[config.mk]
export PLATFORM = sky130hd
export DESIGN_NAME = shifter_pipe_flat
export DESIGN_NICKNAME = d
export VERILOG_FILES = /design/src/rtl/shifter_pipe_pkg.sv /design/src/rtl/shifter_pipe_if.sv /design/src/rtl/shifter_pipe_stage.sv /design/src/rtl/shifter_pipe.sv /design/src/flat_wrapper.sv
export SDC_FILE = /design/constraint.sdc
export NUM_CORES = 1
export LEC_CHECK = 0
export ABC_AREA = 1
export CAP_MARGIN = 20
export CORE_MARGIN = 2
export CORE_UTILIZATION = 45
export DETAILED_ROUTE_END_ITERATION = 8
export PLACE_DENSITY = 0.78
export REMOVE_ABC_BUFFERS = 1
export SYNTH_ARGS = -nofsm -noshare
export SYNTH_HDL_FRONTEND = slang
export SYNTH_SLANG_ARGS = --single-unit
[constraint.sdc]
create_clock -name clk_i -period 4.15 [get_ports clk_i]
set_input_delay 0.415 -clock clk_i [delete_from_list [all_inputs] [get_ports clk_i]]
set_output_delay 0.415 -clock clk_i [all_outputs]
set_load 0.02 [all_outputs]
[src/rtl/shifter_pipe_pkg.sv]
`default_nettype none
// ============================================================================
// Module      : shifter_pkg
// Description : Shared types and helpers for the pipelined barrel shifter.
//               Holds the operation encoding and small op classifiers.
// Revision    : 1.0 - initial release
// ============================================================================
package shifter_pkg;

    localparam int SHIFT_OP_W = 3;

    typedef enum logic [SHIFT_OP_W-1:0] {
        OP_SLL  = 3'd0,
        OP_SRL  = 3'd1,
        OP_SRA  = 3'd2,
        OP_ROL  = 3'd3,
        OP_ROR  = 3'd4,
        OP_SLLW = 3'd5,
        OP_SRLW = 3'd6,
        OP_SRAW = 3'd7
    } shift_op_e;

    // Word ops work on the low 32 bits and sign-extend the result on DW=64.
    function automatic logic is_w_op(input shift_op_e op);
        return (op == OP_SLLW) || (op == OP_SRLW) || (op == OP_SRAW);
    endfunction

    function automatic logic is_left_op(input shift_op_e op);
        return (op == OP_SLL) || (op == OP_ROL) || (op == OP_SLLW);
    endfunction

endpackage
`default_nettype wire

[src/rtl/shifter_pipe_if.sv]
`default_nettype none
// ============================================================================
// Module      : shifter_pipe_if
// Description : Operand/result handshake bundle for shifter_pipe.
//               slave  : the shifter (consumes operands, produces results)
//               master : the issue/writeback side driving it
//               Signals: flush_i, valid_i/ready_o, op_i, data0_i, data1_i,
//               tag_i (operand side); valid_o/ready_i, result_o, tag_o
//               (result side).
// Revision    : 1.0 - initial release
// ============================================================================
interface shifter_pipe_if
    import shifter_pkg::*;
#(
    parameter int DW    = 32,
    parameter int TAG_W = 5
) ();

    logic                  flush_i;
    logic                  valid_i;
    logic                  ready_o;
    logic [SHIFT_OP_W-1:0] op_i;
    logic [DW-1:0]         data0_i;
    logic [DW-1:0]         data1_i;
    logic [TAG_W-1:0]      tag_i;
    logic                  valid_o;
    logic                  ready_i;
    logic [DW-1:0]         result_o;
    logic [TAG_W-1:0]      tag_o;

    modport master (
        output flush_i, valid_i, op_i, data0_i, data1_i, tag_i, ready_i,
        input  ready_o, valid_o, result_o, tag_o
    );

    modport slave (
        input  flush_i, valid_i, op_i, data0_i, data1_i, tag_i, ready_i,
        output ready_o, valid_o, result_o, tag_o
    );

endinterface
`default_nettype wire

[src/rtl/shifter_pipe_stage.sv]
`default_nettype none
// ============================================================================
// Module      : shifter_stage
// Description : One pipeline stage of the barrel shifter. Applies shift
//               levels LVL_LO..LVL_HI (shift by 2^k when amt[k] is set),
//               then registers valid/op/amount/data/tag.
//               Ports: clk_i, rst_i, flush; upstream valid/op/amt/data/tag
//               with ready back; next_ready from downstream; q_* outputs.
// Revision    : 1.0 - initial release
// ============================================================================
module shifter_stage
    import shifter_pkg::*;
#(
    parameter int DW     = 32,
    parameter int SW     = $clog2(DW),
    parameter int TAG_W  = 5,
    parameter int LVL_LO = 0,
    parameter int LVL_HI = 0
) (
    input  logic             clk_i,
    input  logic             rst_i,
    input  logic             flush,
    input  logic             valid,
    input  shift_op_e        op,
    input  logic [SW-1:0]    amt,
    input  logic [DW-1:0]    data,
    input  logic [TAG_W-1:0] tag,
    output logic             ready,
    input  logic             next_ready,
    output logic             q_valid,
    output shift_op_e        q_op,
    output logic [SW-1:0]    q_amt,
    output logic [DW-1:0]    q_data,
    output logic [TAG_W-1:0] q_tag
);

    logic             r_valid;
    shift_op_e        r_op;
    logic [SW-1:0]    r_amt;
    logic [DW-1:0]    r_data;
    logic [TAG_W-1:0] r_tag;
    logic [DW-1:0]    w_shifted;

    // Levels compose in any order; rotates compose because each level
    // is itself a full-width rotate. An empty level range (LVL_LO > LVL_HI)
    // leaves the stage as a pure register.
    always_comb begin
        w_shifted = data;
        for (int k = LVL_LO; k <= LVL_HI; k++) begin
            if (amt[k]) begin
                case (op)
                    OP_SLL, OP_SLLW: w_shifted = w_shifted << (1 << k);
                    OP_SRL, OP_SRLW: w_shifted = w_shifted >> (1 << k);
                    OP_SRA, OP_SRAW: w_shifted = DW'($signed(w_shifted) >>> (1 << k));
                    OP_ROL: w_shifted = (w_shifted << (1 << k)) | (w_shifted >> (DW - (1 << k)));
                    OP_ROR: w_shifted = (w_shifted >> (1 << k)) | (w_shifted << (DW - (1 << k)));
                    default: w_shifted = w_shifted;
                endcase
            end
        end
    end

    // Loadable when empty or when the content moves on this edge.
    assign ready = !r_valid || next_ready;

    always_ff @(posedge clk_i) begin
        if (rst_i) begin
            r_valid <= 1'b0;
            r_op    <= OP_SLL;
            r_amt   <= '0;
            r_data  <= '0;
            r_tag   <= '0;
        end else if (flush) begin
            r_valid <= 1'b0;
        end else if (ready) begin
            r_valid <= valid;
            if (valid) begin
                r_op   <= op;
                r_amt  <= amt;
                r_data <= w_shifted;
                r_tag  <= tag;
            end
        end
    end

    assign q_valid = r_valid;
    assign q_op    = r_op;
    assign q_amt   = r_amt;
    assign q_data  = r_data;
    assign q_tag   = r_tag;

endmodule
`default_nettype wire

[src/rtl/shifter_pipe.sv]
`default_nettype none
// ============================================================================
// Module      : shifter_pipe
// Description : Pipelined barrel shifter (SLL/SRL/SRA/ROL/ROR + W variants)
//               with valid/ready handshakes and synchronous flush.
//               Ports: clk_i, rst_i (sync, active-high), bus (slave view of
//               shifter_pipe_if carrying operands, results and handshakes).
// Revision    : 1.0 - initial release
// ============================================================================
module shifter_pipe
    import shifter_pkg::*;
#(
    parameter int DW          = 32,
    parameter int SHIFT_WIDTH = $clog2(DW),
    parameter int STAGES      = 2,
    parameter int TAG_W       = 5
) (
    input  logic          clk_i,
    input  logic          rst_i,
    shifter_pipe_if.slave bus
);

    localparam int c_LVL_PER = (SHIFT_WIDTH + STAGES - 1) / STAGES;

    // Index 0 is the prepared input; index s+1 is the output of stage s.
    logic                   w_valid [STAGES+1];
    shift_op_e              w_op    [STAGES+1];
    logic [SHIFT_WIDTH-1:0] w_amt   [STAGES+1];
    logic [DW-1:0]          w_data  [STAGES+1];
    logic [TAG_W-1:0]       w_tag   [STAGES+1];
    logic                   w_rdy   [STAGES+1];

    logic [DW-1:0]          w_data0;
    logic [SHIFT_WIDTH-1:0] w_amt0;
    logic                   w_unused;

    assign w_valid[0]    = bus.valid_i;
    assign w_op[0]       = shift_op_e'(bus.op_i);
    assign w_amt[0]      = w_amt0;
    assign w_data[0]     = w_data0;
    assign w_tag[0]      = bus.tag_i;
    assign w_rdy[STAGES] = bus.ready_i;

    assign bus.ready_o = w_rdy[0];
    assign bus.valid_o = w_valid[STAGES];
    assign bus.tag_o   = w_tag[STAGES];

    if (DW == 64) begin : g_w64
        // Word ops: the low word is placed in a 64-bit lane with the fill
        // the right shift needs (sign for SRAW, zero otherwise), so the low
        // 32 bits of the 64-bit shift equal the 32-bit result.
        always_comb begin
            w_data0 = bus.data0_i;
            w_amt0  = bus.data1_i[SHIFT_WIDTH-1:0];
            if (is_w_op(w_op[0])) begin
                w_amt0      = '0;
                w_amt0[4:0] = bus.data1_i[4:0];
                w_data0     = {{32{(w_op[0] == OP_SRAW) & bus.data0_i[31]}},
                               bus.data0_i[31:0]};
            end
        end

        assign bus.result_o = is_w_op(w_op[STAGES])
                            ? {{32{w_data[STAGES][31]}}, w_data[STAGES][31:0]}
                            : w_data[STAGES];
    end else begin : g_w32
        // At 32 bits the W ops are plain SLL/SRL/SRA with the same amount.
        assign w_data0      = bus.data0_i;
        assign w_amt0       = bus.data1_i[SHIFT_WIDTH-1:0];
        assign bus.result_o = w_data[STAGES];
    end

    for (genvar s = 0; s < STAGES; s++) begin : g_stage
        localparam int c_LO  = s * c_LVL_PER;
        localparam int c_END = ((s + 1) * c_LVL_PER < SHIFT_WIDTH) ? (s + 1) * c_LVL_PER
                                                                  : SHIFT_WIDTH;

        shifter_stage #(
            .DW     (DW),
            .SW     (SHIFT_WIDTH),
            .TAG_W  (TAG_W),
            .LVL_LO (c_LO),
            .LVL_HI (c_END - 1)
        ) u_stage (
            .clk_i      (clk_i),
            .rst_i      (rst_i),
            .flush      (bus.flush_i),
            .valid      (w_valid[s]),
            .op         (w_op[s]),
            .amt        (w_amt[s]),
            .data       (w_data[s]),
            .tag        (w_tag[s]),
            .ready      (w_rdy[s]),
            .next_ready (w_rdy[s+1]),
            .q_valid    (w_valid[s+1]),
            .q_op       (w_op[s+1]),
            .q_amt      (w_amt[s+1]),
            .q_data     (w_data[s+1]),
            .q_tag      (w_tag[s+1])
        );
    end

    // Upper amount bits and the spent amount of the last stage are dropped.
    assign w_unused = ^{bus.data1_i, w_amt[STAGES], w_op[STAGES]};

endmodule
`default_nettype wire

[src/flat_wrapper.sv]
// flat-port wrapper written by rule: the top's interface ports become plain ports
module shifter_pipe_flat import shifter_pkg::*;
#(
    parameter int DW          = 32,
    parameter int SHIFT_WIDTH = $clog2(DW),
    parameter int STAGES      = 2,
    parameter int TAG_W       = 5
)
  (clk_i, rst_i, bus_flush_i, bus_valid_i, bus_op_i, bus_data0_i, bus_data1_i, bus_tag_i, bus_ready_i, bus_ready_o, bus_valid_o, bus_result_o, bus_tag_o);
  shifter_pipe_if #(.DW(DW), .TAG_W(TAG_W)) bus_i ();
  input  logic clk_i;
  input  logic rst_i;
  input wire logic [$bits(bus_i.flush_i)-1:0] bus_flush_i;
  input wire logic [$bits(bus_i.valid_i)-1:0] bus_valid_i;
  input wire logic [$bits(bus_i.op_i)-1:0] bus_op_i;
  input wire logic [$bits(bus_i.data0_i)-1:0] bus_data0_i;
  input wire logic [$bits(bus_i.data1_i)-1:0] bus_data1_i;
  input wire logic [$bits(bus_i.tag_i)-1:0] bus_tag_i;
  input wire logic [$bits(bus_i.ready_i)-1:0] bus_ready_i;
  output wire logic [$bits(bus_i.ready_o)-1:0] bus_ready_o;
  output wire logic [$bits(bus_i.valid_o)-1:0] bus_valid_o;
  output wire logic [$bits(bus_i.result_o)-1:0] bus_result_o;
  output wire logic [$bits(bus_i.tag_o)-1:0] bus_tag_o;
  assign bus_i.flush_i = bus_flush_i;
  assign bus_i.valid_i = bus_valid_i;
  assign bus_i.op_i = bus_op_i;
  assign bus_i.data0_i = bus_data0_i;
  assign bus_i.data1_i = bus_data1_i;
  assign bus_i.tag_i = bus_tag_i;
  assign bus_i.ready_i = bus_ready_i;
  assign bus_ready_o = bus_i.ready_o;
  assign bus_valid_o = bus_i.valid_o;
  assign bus_result_o = bus_i.result_o;
  assign bus_tag_o = bus_i.tag_o;
  shifter_pipe #(.DW(DW), .SHIFT_WIDTH(SHIFT_WIDTH), .STAGES(STAGES), .TAG_W(TAG_W)) u_core (.clk_i(clk_i), .rst_i(rst_i), .bus(bus_i));
endmodule
* Word-level counts from Yosys, hierarchy flattened
Index checks and enable logic that the tools add are counted.
** Cells by class
- Reductions and logical operators :: 16
- Eq/ne operators :: 14
- $add $sub $neg :: 0
- Shifts and indexed selects :: 0
- $lt $le $gt $ge :: 0
- $mul :: 0
- Bitwise gates (word level) :: 10
- Divide/modulo/power cells :: 0
- Mux-type cells :: 10
** Operator list (number)
- 32-bit case mux with 5 select lines :: 4
- 32-bit 2-to-1 mux :: 5
- 32-bit case mux with 4 select lines :: 1
- 16-bit by 32-bit OR with 32-bit output :: 1
- 24-bit by 32-bit OR with 32-bit output :: 1
- 28-bit by 32-bit OR with 32-bit output :: 1
- 30-bit by 32-bit OR with 32-bit output :: 1
- 31-bit by 32-bit OR with 32-bit output :: 1
- 32-bit by 1-bit OR with 32-bit output :: 1
- 32-bit by 2-bit OR with 32-bit output :: 1
- 32-bit by 4-bit OR with 32-bit output :: 1
- 32-bit by 8-bit OR with 32-bit output :: 1
- 3-bit == test (second input constant) :: 8
- 2-bit OR reduction :: 8
- 3-bit by 2-bit == test with 1-bit output (second input constant) :: 4
- 3-bit by 1-bit == test with 1-bit output (second input constant) :: 2
- 3-bit zero test :: 2
- 3-bit AND reduction :: 2
- 1-bit zero test :: 2
- 1-bit logical OR :: 2
- 1-bit NOT :: 1
** Storage, ports and cells
- Memory bits (writable) :: 0
- Word-level logic and storage cells :: 58
- Memory bits (read-only) :: 0
- Flip-flop bits (word level) :: 84
- Bits in latches :: 0
- Bits of input ports :: 77
- Memories kept :: 0

* Logic depth before layout (Yosys ltp)
- Depth after elaboration :: 10
- Gate-level depth with buffers :: 15
- Gate-level depth less buffers :: 15

* Cells and area by module
From an unflattened synthesis, not the netlist that was laid out.
** Unflattened totals
- Cells, all modules :: 1222
- Area, all modules :: 7141.8 um2
** Modules (own cells, without submodules)
- shifter_stage (u_core.g_stage[0].u_stage) :: times used 1, cells each 717, area each 4170.2 um2
- shifter_stage (u_core.g_stage[1].u_stage) :: times used 1, cells each 505, area each 2971.6 um2

* Least setup slack after synthesis
OpenSTA, ideal clock, no wires.
- Path kind :: input port to flip-flop
- Start :: input port bus_op_i[2]
- End :: register u_core.g_stage[0].u_stage.r_data[22]
- Setup slack :: 2.426 ns
- Setup time :: 0.132 ns
- Path buffers :: 2
- Data arrival time :: 1.592 ns
- Stages :: 13
- Required time :: 4.018 ns
- Path through :: inv_1 nand2_1 nand3_2 buf_4 buf_6 nand3_1 nand3_1 nand3_1 nand3_1 nand3_1 nand2_1 o21ai_1 a21oi_1
** On the way
- Cells in the longest elaborated chain, start to end :: 10
- Elaborated cells on any way between the ends :: 21
- Those cells by class :: 7 x eq/ne; 6 x mux; 4 x bitwise; 4 x reduce/logical
** RTL lines
- start: declaration :: RTL line flat_wrapper.sv:15 : input wire logic [$bits(bus_i.op_i)-1:0] bus_op_i;
- 3-bit by 2-bit == test with 1-bit output, or another cell as far along :: RTL line shifter_pipe_stage.sv:51 : case (op)
- 2-bit OR reduction :: RTL line shifter_pipe_stage.sv:51
- 32-bit case mux with 5 select lines :: RTL line shifter_pipe_stage.sv:51
- 32-bit 2-to-1 mux :: RTL line shifter_pipe_stage.sv:50 : if (amt[k]) begin
- 30-bit by 32-bit OR with 32-bit output or 32-bit by 2-bit OR with 32-bit output (tied branches) :: RTL line shifter_pipe_stage.sv:56, shifter_pipe_stage.sv:55
- 32-bit case mux with 5 select lines :: RTL line shifter_pipe_stage.sv:51
- 32-bit 2-to-1 mux :: RTL line shifter_pipe_stage.sv:50
- 28-bit by 32-bit OR with 32-bit output or 32-bit by 4-bit OR with 32-bit output (tied branches) :: RTL line shifter_pipe_stage.sv:56, shifter_pipe_stage.sv:55
- 32-bit case mux with 5 select lines :: RTL line shifter_pipe_stage.sv:51
- 32-bit 2-to-1 mux * :: RTL line shifter_pipe_stage.sv:50
- end signal: assignment :: RTL line shifter_pipe_stage.sv:80 : r_data <= w_shifted;
- end: declaration :: RTL line shifter_pipe_stage.sv:40 : logic [DW-1:0] r_data;
Mark *: on every way between the ends. The rest lies on a longest branch, timed or not.
A chain may end at the register's enable or synchronous reset.

* Worst setup path after layout
- Start :: register u_core.g_stage[0].u_stage.r_op[2]
- End :: register u_core.g_stage[1].u_stage.r_data[15]
** On the way
- Cells in the longest elaborated chain, start to end :: 7
- Elaborated cells on any way between the ends :: 17
- Those cells by class :: 7 x eq/ne; 4 x mux; 1 x bitwise; 5 x reduce/logical
** RTL lines
- start: declaration :: RTL line shifter_pipe_stage.sv:38 : shift_op_e r_op;
- start signal: assignment :: RTL line shifter_pipe_stage.sv:78 : r_op <= op;
- 3-bit by 2-bit == test with 1-bit output, or another cell as far along :: RTL line shifter_pipe_stage.sv:51
- 2-bit OR reduction :: RTL line shifter_pipe_stage.sv:51
- 32-bit case mux with 5 select lines :: RTL line shifter_pipe_stage.sv:51
- 32-bit 2-to-1 mux :: RTL line shifter_pipe_stage.sv:50
- 16-bit by 32-bit OR with 32-bit output :: RTL line shifter_pipe_stage.sv:55, shifter_pipe_stage.sv:56
- 32-bit case mux with 4 select lines :: RTL line shifter_pipe_stage.sv:51
- 32-bit 2-to-1 mux * :: RTL line shifter_pipe_stage.sv:50
- end signal: assignment :: RTL line shifter_pipe_stage.sv:80
- end: declaration :: RTL line shifter_pipe_stage.sv:40
Marks and branches as above.

==> impl_results.rst <==
.. list-table::
   :header-rows: 1

   * - Metric
     - Value
   * - Sink of the worst hold path
     - u_core.g_stage[1].u_stage.q_data[29]
   * - Drt total wl
     - about 19 mm
   * - Number of warning messages in the yosys log
     - 0
   * - Tmin final
     - 2700 ps
   * - Final design utilization
     - between 50% and 60%
   * - Via count of the first global-routing pass
     - approximately 6300
   * - Worst flop-to-flop path startpoint
     - u_core.g_stage[0].u_stage.q_op[2]
   * - Buf/Inv on CP
     - 4
   * - Summed instance area of the synthesized netlist
     - roughly 0.0065 mm^2
   * - Number of maximum-capacitance violations
     - 0
   * - Most frequent standard cell in the layout excluding fill and tap cells
     - nand2_1
   * - Depth of the CTS H-tree
     - 3
   * - Hold violation count in the final report
     - 0
   * - Setup-failing EPs final
     - 0
   * - Detailed-route wire length per cell
     - 14.1 um
   * - Required time worst endpoint
     - 4390 ps
   * - Post-route cell area
     - roughly 0.0076 mm^2
   * - Placed insts
     - ~1300
   * - Cell Count, Final, Fillers Out
     - ~1400
   * - Worst hold-check path type
     - register to register
   * - Clock tree from TritonCTS
     - built
   * - Post-cts sizing count
     - 0
   * - Count of buffers from port buffering
     - 88
   * - Die Wd
     - 124 um
   * - Number of top-level pins
     - ~120
   * - Startpoint type of the worst setup path
     - register
   * - Number of cells on the worst hold path
     - 2
   * - Register-to-register path setup slack
     - 1450 ps
   * - Starting density of the core
     - 46.4%
   * - Number of rows in the core area
     - 43
   * - Synthesis-stage register bit count
     - a little over 80
   * - Net count, final
     - ~1200
   * - Register area
     - between 0.0015 and 0.002 mm^2
   * - Remaining DRCs
     - 0
   * - Post-synthesis cell count
     - between 1000 and 1500
   * - Worst setup slack before clock tree synthesis
     - around 1200 ps
   * - Layout cells sized above 1
     - between 7 and 8%
   * - Clock latency at the later pin of the worst-skew pair
     - 340 ps
   * - Detailed-placement wirelength estimate
     - 13.6 mm
   * - Reg-to-reg critical path endpoint
     - u_core.g_stage[1].u_stage.q_data[15]
   * - Slew HR
     - approximately 33%
   * - Chain of cells forming the critical path
     - inv_2, nand3_1, nand2_2, nor2_4, nand2_4, inv_4, nand2_1, nand2_1, inv_2, a21oi_1, o21ai_0, nand2_1, inv_1
   * - Diodes inserted
     - 0
   * - Core ar.
     - around 0.014 mm^2
   * - Top_reg_cell synth
     - dfxtp_1
   * - Largest net degree at the start of global routing
     - 73
   * - Critical Setup Path Class
     - register to register
   * - Number of buffers inserted for hold repair after clock tree synthesis
     - 0
   * - Least-Margin Pin Slew
     - roughly 1000 ps
   * - Count of pins over their slew limit
     - 0
   * - Die footprint
     - ~0.015 mm^2
   * - Max frequency
     - roughly 370 MHz
   * - RSZ-0062 raised after global routing
     - false
   * - Total cell area at the placement stage
     - 0.00730 mm^2
   * - Share of synthesized flip-flops with an asynchronous set or reset
     - 0%
   * - Startpoint of the tightest hold check path
     - u_core.g_stage[1].u_stage.q_data[29]
   * - Syn-to-layout area delta
     - 17.0%
   * - Post-synthesis average cell area
     - 5.71 um^2
   * - Die Span Y
     - roughly 120 um
   * - Crit-path max FO
     - 25
   * - Clock Path Buffers
     - 2
   * - Clock root buffer
     - clkbuf_16
   * - Global router's overall resource usage
     - 24.9%
   * - Worst Reg-to-Reg Cells
     - 13
   * - Register area share after synthesis
     - 25.0%
   * - Area taken by multi-input logic gates
     - ~0.0042 mm^2
   * - Crit share post-route
     - roughly 65%
   * - Initial antenna violation count
     - 0
   * - Final WS setup
     - around 1400 ps
   * - Total congestion overflow
     - 0
   * - Power Total
     - about 2.3 mW
   * - Worst IR Drop VDD
     - between 0.0002 and 0.00025 V
   * - Worst Setup End Kind
     - register
   * - Number of buffers added for setup after CTS
     - 0
   * - Static leakage power
     - 3.30 nW
   * - Fill count
     - approximately 1400
   * - Starting DRT DRC Count
     - 902
   * - Count of clock tree sinks
     - a little over 80
   * - Count of different cell masters after synthesis
     - 26
   * - Total CTS buffers
     - 9
   * - Vias/cell
     - roughly 5.6
   * - Most frequent cells in the layout
     - 307 x nand2_1, 238 x nand3_1, 114 x a21oi_1
   * - Global-route wire length before repair
     - around 31 mm
   * - Cell repeated most along the worst path
     - nand2_1
   * - Worst path slowest cell
     - nor2_4
   * - Total iterations of the first detailed-routing run
     - 5
   * - Number of enable-type register cells in the synthesized netlist
     - 0
   * - Total Neg Setup Slack
     - 0 ps
   * - Delay of the slowest cell on the worst path
     - ~400 ps
   * - Clock slew at the register clock pins of the worst setup and hold paths
     - ~60 ps
   * - Hold slack final
     - about 460 ps
   * - Fin Clk Skew
     - between 6 and 7 ps
   * - Pwr/cell area
     - about 300 mW/mm^2
   * - Vias after detailed routing
     - ~7600
   * - Global placement routability congestion
     - 0.992
   * - Run status
     - completed
   * - Routed Antenna Nets
     - 0
   * - Top Family by Delay on Critical Path
     - simple AND/OR/NAND/NOR gates
   * - Endpoint arrival time on the critical path
     - about 3000 ps
[worst reg2reg max path, delay by kind of cell (launching register included)]
| kind | cells | cell delay [ps] |
|---|---|---|
| buffers and inverters | 4 | 570 |
| DFF | 1 | 390 |
| and+or+nand+nor | 7 | 1370 |
| AOI/OAI and AO/OA | 2 | 280 |
[state kept, by name (all words and copies together) (netlist names)]
signal / flops
u_core.g_stage.u_stage.q_amt: 2
u_core.g_stage.u_stage.q_data: 64
u_core.g_stage.u_stage.q_op: 3
u_core.g_stage.u_stage.q_tag: 10
u_core.g_stage.u_stage.q_valid: 2
[worst max-delay path by stage]
stage	from	end	slack [ps]	cells after the start
6_report	u_core.g_stage[0].u_stage.q_op[2]	u_core.g_stage[1].u_stage.q_data[15]	1450	13
5_1_grt	u_core.g_stage[0].u_stage.q_op[2]	u_core.g_stage[1].u_stage.q_data[15]	1200	13
4_1_cts	u_core.g_stage[0].u_stage.q_op[2]	u_core.g_stage[1].u_stage.q_data[15]	1490	13
3_5_place_dp	bus_op_i[2]	u_core.g_stage[0].u_stage.q_data[12]	1190	12
3_3_place_gp	bus_op_i[2]	u_core.g_stage[0].u_stage.q_data[22]	1230	12
2_1_floorplan	u_core.g_stage[1].u_stage.q_valid	u_core.g_stage[1].u_stage.q_data[14]	680	8
[Yosys cell counts (3+ instances only)]
cell type	count	area (um^2)
nand3_1	238	1190
buf_4	7	52.6
o21ai_1	51	255
nand4_1	12	75.1
buf_1	3	11.3
clkbuf_1	47	176
a21oi_1	114	571
buf_2	17	85.1
inv_2	4	15.0
o21ai_0	59	295
o211ai_1	7	52.6
inv_1	56	210
nand2_1	309	1160
buf_6	6	67.6
nor2_1	67	251
or2_0	8	50.1
nand3_2	6	60.1
or2_2	33	206
dfxtp_1	81	1620
[metal layers]
metal  vias up  track usage (%)  routed length (um)
met5         -                0                   0
met4         0             6.95                 300
met3        22             3.89                1320
met2       301             38.9                8600
met1      3384             35.4                8890
li1       3874                -                   -
[where the power goes]
group / internal [mW] / total [mW] / switching [mW] / leakage [nW]
Clock: 0.416 / 0.754 / 0.338 / 0.135
Combinational: 0.239 / 0.685 / 0.446 / 2.51
Sequential: 0.816 / 0.847 / 0.0314 / 0.661
[layout make-up]
class / instances / share of cell area, %
Inverter: 63 / 3.15
Sequential cell: 81 / 21.4
Clock inverter: 7 / 0.808
Timing Repair Buffer: 101 / 12.8
Multi-Input combinational cell: 911 / 55.9
Clock buffer: 9 / 2.97
Tap cell: 180 / 2.97
[logic make-up (layout without fill, tap and decap cells)]
logic type / count (synthesis) / in the layout / share of synthesized area, %
and+or+nand+nor: 679 / 679 / 47.0
DFF: 81 / 81 / 25.0
AOI/OAI and AO/OA: 232 / 232 / 18.3
buffers and inverters: 143 / 180 / 9.74
Power figures use the tool's default switching activity.
